==> config.mk <==
export PLATFORM = sky130hd
export DESIGN_NAME = sram_zbt_controller
export DESIGN_NICKNAME = d
export VERILOG_FILES = /design/src/rtl/sram_zbt_controller.sv
export SDC_FILE = /design/constraint.sdc
export NUM_CORES = 1
export LEC_CHECK = 0
export ABC_AREA = 0
export ABC_CLOCK_PERIOD_IN_PS = 1600
export BUFFER_PORTS_ARGS = -buffer_cell sky130_fd_sc_hd__buf_2
export CAP_MARGIN = 20
export CELL_PAD_IN_SITES_DETAIL_PLACEMENT = 0
export CELL_PAD_IN_SITES_GLOBAL_PLACEMENT = 1
export CORE_ASPECT_RATIO = 1.25
export CORE_MARGIN = 1
export CORE_UTILIZATION = 32
export CTS_CLUSTER_DIAMETER = 40
export DETAILED_ROUTE_END_ITERATION = 7
export PLACE_DENSITY = 0.75
export SYNTH_ARGS = -nofsm -noshare
export SYNTH_HDL_FRONTEND = slang
export SYNTH_SLANG_ARGS = --single-unit
==> constraint.sdc <==
create_clock -name clock -period 1.6 [get_ports clock]
set_input_delay 0 -clock clock [delete_from_list [all_inputs] [get_ports clock]]
set_output_delay 0 -clock clock [all_outputs]
set_load 0.005 [all_outputs]
==> src/rtl/sram_zbt_controller.sv <==
// Pipelined ZBT SRAM controller: one request per cycle, in order, after a fixed init window.
// Latency: accept-to-pins 1 cycle, accept-to-read-data DEV_LATENCY+2 cycles; never back-pressures once running.
module sram_zbt_controller #(
    parameter int ADDR_WIDTH  = 18,
    parameter int DATA_WIDTH  = 32,
    parameter int DEV_LATENCY = 2,
    parameter int INIT_CYCLES = 8
) (
    input  logic                      clock,
    input  logic                      reset,
    input  logic                      sram_addr_valid,
    output logic                      sram_ready,
    input  logic [ADDR_WIDTH-1:0]     sram_addr,
    input  logic [DATA_WIDTH-1:0]     sram_data_in,
    input  logic [DATA_WIDTH/8-1:0]   sram_write_mask,
    output logic [DATA_WIDTH-1:0]     sram_data_out,
    output logic                      sram_data_out_valid,
    output logic [ADDR_WIDTH-1:0]     zbt_a,
    output logic                      zbt_ce_n,
    output logic                      zbt_we_n,
    output logic [DATA_WIDTH/8-1:0]   zbt_bw_n,
    output logic                      zbt_adv_ld_n,
    output logic                      zbt_oe_n,
    output logic [DATA_WIDTH-1:0]     zbt_dq_out,
    output logic                      zbt_dq_oe,
    input  logic [DATA_WIDTH-1:0]     zbt_dq_in
);
    localparam int MW = DATA_WIDTH / 8;
    localparam int CW = $clog2(INIT_CYCLES + 1);

    typedef enum logic {INIT, RUN} state_t;

    state_t                  state;
    logic [CW-1:0]           init_cnt;
    logic                    accept;
    logic                    is_write;

    // Stage k describes the op whose address cycle was k cycles ago.
    logic                    p_vld [0:DEV_LATENCY];
    logic                    p_wr  [0:DEV_LATENCY];
    logic [DATA_WIDTH-1:0]   p_dat [0:DEV_LATENCY-1];

    assign accept       = sram_addr_valid && sram_ready;
    assign is_write     = |sram_write_mask;
    assign zbt_adv_ld_n = 1'b0;

    always_ff @(posedge clock or negedge reset) begin
        if (!reset) begin
            state               <= INIT;
            init_cnt            <= '0;
            sram_ready          <= 1'b0;
            sram_data_out       <= '0;
            sram_data_out_valid <= 1'b0;
            zbt_a               <= '0;
            zbt_ce_n            <= 1'b1;
            zbt_we_n            <= 1'b1;
            zbt_bw_n            <= '1;
            zbt_oe_n            <= 1'b1;
            zbt_dq_out          <= '0;
            zbt_dq_oe           <= 1'b0;
            for (int i = 0; i <= DEV_LATENCY; i++) begin
                p_vld[i] <= 1'b0;
                p_wr[i]  <= 1'b0;
            end
            for (int i = 0; i < DEV_LATENCY; i++) begin
                p_dat[i] <= '0;
            end
        end else begin
            case (state)
                INIT: begin
                    if (init_cnt == CW'(INIT_CYCLES - 1)) begin
                        state      <= RUN;
                        sram_ready <= 1'b1;
                        zbt_oe_n   <= 1'b0;
                    end else begin
                        init_cnt <= init_cnt + 1'b1;
                    end
                end
                RUN: begin
                    sram_ready <= 1'b1;
                    zbt_oe_n   <= 1'b0;
                end
                default: state <= INIT;
            endcase

            // Address cycle; zbt_a keeps its last value while idle.
            if (accept) begin
                zbt_a    <= sram_addr;
                zbt_ce_n <= 1'b0;
                zbt_we_n <= !is_write;
                zbt_bw_n <= is_write ? ~sram_write_mask : {MW{1'b1}};
            end else begin
                zbt_ce_n <= 1'b1;
                zbt_we_n <= 1'b1;
                zbt_bw_n <= '1;
            end

            p_vld[0] <= accept;
            p_wr[0]  <= is_write;
            p_dat[0] <= sram_data_in;
            for (int i = 1; i <= DEV_LATENCY; i++) begin
                p_vld[i] <= p_vld[i-1];
                p_wr[i]  <= p_wr[i-1];
            end
            for (int i = 1; i < DEV_LATENCY; i++) begin
                p_dat[i] <= p_dat[i-1];
            end

            // Pad drive lands in the device's data cycle for writes only.
            zbt_dq_oe <= p_vld[DEV_LATENCY-1] && p_wr[DEV_LATENCY-1];
            if (p_vld[DEV_LATENCY-1] && p_wr[DEV_LATENCY-1]) begin
                zbt_dq_out <= p_dat[DEV_LATENCY-1];
            end

            sram_data_out_valid <= p_vld[DEV_LATENCY] && !p_wr[DEV_LATENCY];
            if (p_vld[DEV_LATENCY] && !p_wr[DEV_LATENCY]) begin
                sram_data_out <= zbt_dq_in;
            end
        end
    end
endmodule

==> results by group, run 1 <==
Outcome
  – Status: completed

Power
  – Switching Power: about 2.2 mW
  – Sw Share: 0.211
  – Seq pwr share: 0.453
  – Peak supply drop: 0.684 mV
  – Clock network fraction of total power: 0.432
  – PwrDens: 1290 nW/µm²
  – Combinational power share: 0.115
  – Leakage: 4.00 nW
  – Pint: ~8.4 mW

Timing
  – RSZ-0062 raised after global routing: no
  – Worst Hold Slack: about 0.020 ns
  – Slew Viols, Final: 0
  – Tcrit/Tclk final: 0.861
  – Final setup fails: 0
  – Minimum clock period: 1.38 ns
  – Clock Skews: around 0.0084 ns
  – Maximum clock rate: just over 700 MHz
  – Setup TNS: 0 ns
  – Final hold viol count: 0

Critical path
  – WP data required: roughly 1.9 ns
  – Crit Path Class: register to register
  – Worst-path fanout max: 5
  – CP Capture Type: register
  – Worst setup SP type: register
  – Worst EP arrival: 1.67 ns

GRT
  – Pin count of the biggest net entering global routing: 60
  – Total grt overflow: 0
  – Vias in the first global route: about 3900
  – Initial antenna violation count: 0
  – First-pass GRT wire length: 18900 µm
  – Total GRT Usage: 0.138

Routing
  – DRC errors left: 0
  – Avg Vias per Cell: 4.25
  – First-pass DRT Iterations: 4
  – Detailed Route WL: around 12000 µm
  – DR WL/cell: 13.8 µm
  – Initial DRC count: just over 100
  – Post-route ant nets: 0
  – Via count: 3562

Final layout
  – Commonest non-fill, non-tap cell in the layout: buf_2
  – Area Overhead vs Synth: 49.7%
  – Ant. Diodes: 0
  – Nets@finish: between 600 and 700
  – Multi-input gate area: ~1200 µm²
  – Ratio of cells with drive above 1 in the final layout: 0.473
  – FF/Latch Area: roughly 4200 µm²
  – Fill cells: roughly 1500
  – Fin util: 0.490
  – Most frequent cells in the layout: 179 x buf_2, 160 x dfrtp_1, 88 x dlygate4sd3_1, 61 x nand2_1, 37 x mux2_2

CTS
  – Setup repair bufs after CTS: 0
  – Clock Tree Buf Depth: 2
  – Root Buffer Master: clkbuf_16
  – Clk slew on worst S/H paths: about 0.06 ns
  – H-tree depth: 4
  – Clock insertion delay at the later pin of the skew report: about 0.4 ns
  – Clock Sinks: 167
  – CTS Buf Count: 17
  – CTS tree: built

Place
  – Port Buffer Count: 180
  – GP Congestion: between 0.7 and 0.8
  – Post-DP HPWL: roughly 7300 µm

Die
  – Row count: 53
  – Die area: approximately 18000 µm²
  – # IOs: around 180
  – Starting Density: 0.327
  – Die width: about 120 µm
  – Core Footprint: between 15000 and 20000 µm²
  – Die Ht: ~150 µm

Worst hold path
  – Worst min-delay path class: input port to async pin

Synthesis
  – YS warnings: 0
  – Synthesized net count: roughly 410
  – Share of the yosys chip area belonging to registers: 0.759
  – Mapped Area: ~5500 µm²
  – Yosys top cell by area: dfrtp_1
  – Post-synth top area share: 0.726
  – Syn Inst Count: between 300 and 400
  – Top cells by area, synth: dfrtp_1 73%, mux2_4 7.9%, mux2_2 7.6%
  – Yosys cell types: 23
  – Syn_area_per_cell: 17.1 µm²
  – Yosys reg bits: ~170

Flow run
  – Max-cap viol count: 0
state kept, by name (all words and copies together) (netlist names):
name / count
init_cnt: 4
zbt_oe_n: 1
p_vld: 3
zbt_a: 18
sram_data_out: 32
state: 1
sram_data_out_valid: 1
zbt_ce_n: 1
sram_ready: 1
zbt_dq_oe: 1
zbt_bw_n: 4
p_wr: 3
p_dat: 64
zbt_dq_out: 32
zbt_we_n: 1
power groups by stage:
stage                     Clock [mW]  Sequential (mW)  Combinational, mW
after floorplan                    0             4.91              0.422
after global placement             0             4.88               1.03
after detailed placement           0             4.90               1.06
after CTS                       4.74             4.82               1.24
after global routing            4.91             4.87               1.34
final                           4.59             4.82               1.22
cells by family after synthesis:
| family | Yosys count | share of synthesized area |
|---|---|---|
| compound gates | 2 | 0.00522 |
| mux | 66 | 0.154 |
| other cells | 1 | 0.000680 |
| xor+xnor | 1 | 0.00159 |
| fa+ha+maj | 1 | 0.00227 |
| simple gates | 69 | 0.0531 |
| flops | 167 | 0.759 |
| buf+inv | 16 | 0.0234 |
critical path, stage by stage (launching register included):
cell and delay [ns]:
dfrtp_1 0.41, ha_1 0.27, a31oi_4 0.22, mux2_2 0.37
layer usage:
metal	global-route usage	vias to the layer above	wire [µm]
li1	-	1615	-
met1	0.156	1785	4690
met2	0.235	147	5970
met3	0.0497	15	750
met4	0.0575	0	166
met5	0	-	0
final cells by class:
type / instances / area share
Clock buffer: 22 / 0.0550
Clock inverter: 10 / 0.0261
Inverter: 4 / 0.00182
Multi-Input combinational cell: 140 / 0.145
Sequential cell: 167 / 0.507
Tap cell: 220 / 0.0333
Timing Repair Buffer: 276 / 0.231
stage by stage:
step                      power [mW]  std cells  area [µm²]  setup WS (ns)
after global routing            11.1        839        8260          0.153
final                           10.6        839        8260          0.222
after detailed placement        5.96        719        6710          0.233
after CTS                       10.8        839        8260          0.217
after floorplan                 5.33        323        5520          0.322
after global placement          5.91        719        6710          0.296
synthesized netlist by cell type, drive strengths merged:
| library cell | count |
|---|---|
| a21o | 1 |
| a31oi | 1 |
| and2 | 1 |
| buf | 12 |
| conb | 1 |
| dfrtp | 160 |
| dfstp | 7 |
| ha | 1 |
| inv | 4 |
| mux2 | 66 |
| nand2 | 62 |
| nand2b | 1 |
| nand4b | 1 |
| nor2b | 2 |
| nor3 | 1 |
| or4 | 1 |
| xor2 | 1 |
path summary, 6_finish.rpt:
path                                          from                            to  slack, ns  cells after the start
setup reg to reg           init_cnt[0]$_DFFE_PN0P_       init_cnt[1]$_DFFE_PN0P_       0.22                      3
hold / removal                               reset  sram_data_out[6]$_DFFE_PN0P_       0.02                      2
max in group asynchronous                    reset            zbt_ce_n$_DFF_PN1_       0.99                      3
setup / recovery           init_cnt[0]$_DFFE_PN0P_       init_cnt[1]$_DFFE_PN0P_       0.22                      3
min in group clock                sram_data_in[31]           p_dat[63]$_DFF_PN0_       0.22                      2
hold reg to reg                p_dat[63]$_DFF_PN0_           p_dat[31]$_DFF_PN0_       0.35                      0
what timing repair did:
item,CTS,global route
gates resized for setup,0,0
hold endpoints to repair,255,0
hold buffers,88,0
(Power assumes the default switching activity.)
==> run 2, diff against run 1 <==
--- a/config.mk
+++ b/config.mk
@@ -13,10 +13,10 @@
 export CELL_PAD_IN_SITES_GLOBAL_PLACEMENT = 1
 export CORE_ASPECT_RATIO = 1.25
 export CORE_MARGIN = 1
-export CORE_UTILIZATION = 32
+export CORE_UTILIZATION = 40
 export CTS_CLUSTER_DIAMETER = 40
 export DETAILED_ROUTE_END_ITERATION = 7
-export PLACE_DENSITY = 0.75
+export PLACE_DENSITY = 0.88
 export SYNTH_ARGS = -nofsm -noshare
 export SYNTH_HDL_FRONTEND = slang
 export SYNTH_SLANG_ARGS = --single-unit
==> results by group, run 2 (synthesized netlist as in run 1, its figures left out) <==
Outcome
  – Status: completed

GRT
  – Total GRT Usage: 0.172 (+0.0338)
  – Met1 Use GR: 0.194 (+0.0376)
  – Pin count of the biggest net entering global routing: 57 (-5.0%)
  – Total grt overflow: 0 (unchanged)
  – Met2 GRT Util: 0.295 (+0.0598)
  – Busiest layer in global routing: met2
  – First-pass GRT wire length: 18300 µm (-2.9%)
  – Initial antenna violation count: 0 (unchanged)
  – GRT met3 Usage: 0.0509 (+0.00119)
  – Vias in the first global route: 3824 (-1.6%)

Critical path
  – Crit Path Class: register to register
  – CP Buf/Inv Count: 0 (unchanged)
  – WP data required: 1.91 ns (+0.02 ns)
  – CP Capture Type: register
  – Slowest CP cell: dfrtp_1
  – CP delay by family, top: flip-flops
  – Crit-path max cell delay: 0.41 ns (about the same)
  – Worst-path fanout max: 5 (unchanged)
  – Worst setup SP type: register
  – Worst EP arrival: 1.66 ns (about the same)
  – Critical Path, Cell by Cell: ha_1 -> a31oi_4 -> mux2_2

Final layout
  – Most frequent cells in the layout: 179 x buf_2, 160 x dfrtp_1, 88 x dlygate4sd3_1, 61 x nand2_1, 37 x mux2_2
  – Ant. Diodes: 0 (unchanged)
  – Design Area, Final: 8150 µm² (-1.3%)
  – FF/Latch Area: 4190 µm² (unchanged)
  – Multi-input gate area: 1200 µm² (unchanged)
  – Register with the most flip-flops: p_dat
  – Ratio of cells with drive above 1 in the final layout: 0.480 (+0.00646)
  – Top flop regs: p_dat x64, sram_data_out x32, zbt_dq_out x32
  – Fill cells: 975 (-33%)
  – Max FFs per register: 64 (unchanged)
  – Area Overhead vs Synth: 47.7%
  – Commonest non-fill, non-tap cell in the layout: buf_2
  – Nets@finish: 696 (unchanged)

Die
  – Die area: 14300 µm² (-20%)
  – # IOs: 182 (unchanged)
  – Row count: 47 (-11%)
  – Starting Density: 0.413 (+0.0857)
  – Core Footprint: 13300 µm² (-21%)
  – Die width: 107 µm (-10%)
  – Die Ht: 133 µm (-10%)

Routing
  – Detailed Route WL: 11600 µm (about the same)
  – DR WL/cell: 14.7 µm (+6.2%)
  – Avg Vias per Cell: 4.43 (+4.4%)
  – Post-route ant nets: 0 (unchanged)
  – Initial DRC count: 98 (-3.0%)
  – First-pass DRT Iterations: 4 (unchanged)
  – Via count: 3503 (-1.7%)
  – DRC errors left: 0 (unchanged)

Place
  – Port Buffer Count: 180 (unchanged)
  – Placed cell areas: 6620 µm² (-1.3%)
  – GP Congestion: 0.741 (+3.6%)
  – DP Worst Slack: 0.242 ns (+0.00977 ns)
  – Post-DP HPWL: 7050 µm (-3.3%)

Timing
  – Minimum clock period: 1.35 ns (-0.0246 ns)
  – Setup TNS: 0 ns (unchanged)
  – PnR worst setup slack: 0.246 ns (+0.0246 ns)
  – Maximum clock rate: 739 MHz (+1.8%)
  – Final setup fails: 0 (unchanged)
  – Tcrit/Tclk final: 0.846 (-0.0154)
  – RSZ-0062 raised after global routing: no
  – Clock Skews: 0.00719 ns (-0.00118 ns)
  – Slew Viols, Final: 0 (unchanged)
  – Final hold viol count: 0 (unchanged)

CTS
  – Clock Sinks: 167 (unchanged)
  – CTS tree: built
  – Clock insertion delay at the later pin of the skew report: 0.42 ns (about the same)
  – Clk slew on worst S/H paths: 0.07 ns (about the same)
  – Root Buffer Master: clkbuf_16
  – Clock Tree Buf Depth: 2 (unchanged)
  – H-tree depth: 4 (unchanged)
  – CTS Buf Count: 17 (unchanged)
  – Setup repair bufs after CTS: 0 (unchanged)

Power
  – Peak supply drop: 0.761 mV (+11%)
  – Leakage: 3.99 nW (-0.43%)
  – PwrDens: 1280 nW/µm² (-0.65%)

Flow run
  – Max-cap viol count: 0 (unchanged)

Worst hold path
  – Worst min-delay path class: input port to async pin
==> run 2: cell types whose count changed in the layout (fill, tap and decap cells not counted) <==
cell and delta:
buf_4 +2, clkinvlp_4 +1, clkbuf_1 -4, bufinv_16 -2, inv_6 +2, inv_8 +2, buf_12 -2, clkinv_2 +1
==> run 2: layout make-up <==
class | count | share of cell area
well taps | 171 | 0.0263
clock buffers | 18 | 0.0539
repair buffers | 276 | 0.231
multi-input cells | 140 | 0.147
inverters | 4 | 0.00184
clock inverters | 14 | 0.0255
flip-flops and latches | 167 | 0.514
==> run 2: report_power, final <==
group	switching, mW	internal, mW
clock	1.69	2.70
combinational	0.462	0.757
sequential	0.189	4.63
==> run 2: final timing paths <==
kind                                         start                       to  slack, ns  cells after the start
setup / recovery           init_cnt[0]$_DFFE_PN0P_  init_cnt[1]$_DFFE_PN0P_       0.25                      3
hold / removal                               reset      p_dat[50]$_DFF_PN0_        0.1                      2
setup reg to reg           init_cnt[0]$_DFFE_PN0P_  init_cnt[1]$_DFFE_PN0P_       0.25                      3
hold reg to reg                p_dat[50]$_DFF_PN0_      p_dat[18]$_DFF_PN0_       0.35                      0
max in group asynchronous                    reset    zbt_bw_n[0]$_DFF_PN1_       0.83                      3
min in group clock                 sram_data_in[7]      p_dat[39]$_DFF_PN0_       0.22                      2
==> run 2: metrics by stage <==
step / utilization / power, mW / hold WS (ns) / instances
6_report: 0.610 / 10.4 / 0.0961 / 790
5_1_grt: 0.610 / 10.9 / 0.118 / 790
4_1_cts: 0.610 / 10.6 / 0.0642 / 790
3_5_place_dp: 0.496 / 5.95 / -0.0448 / 670
3_3_place_gp: 0.496 / 5.89 / -0.0584 / 670
2_1_floorplan: - / 5.33 / -0.296 / 323
==> run 2: what timing repair did <==
action / CTS / global route
hold buffers: 88 / 0
endpoints found under the hold margin: 249 / 0
endpoints found under the setup margin: 0 / 0
resized for setup: 0 / 0
==> run 2: layer usage <==
metal,up-vias,part of all wire
met5,-,0
met4,0,0.019
met3,16,0.058
met2,137,0.52
met1,1733,0.40
li1,1617,-
==> run 2: worst reg2reg max path, stage by stage, from the launching register on <==
cell and delay [ns]:
dfrtp_1 0.41, ha_1 0.27, a31oi_4 0.21, mux2_2 0.36
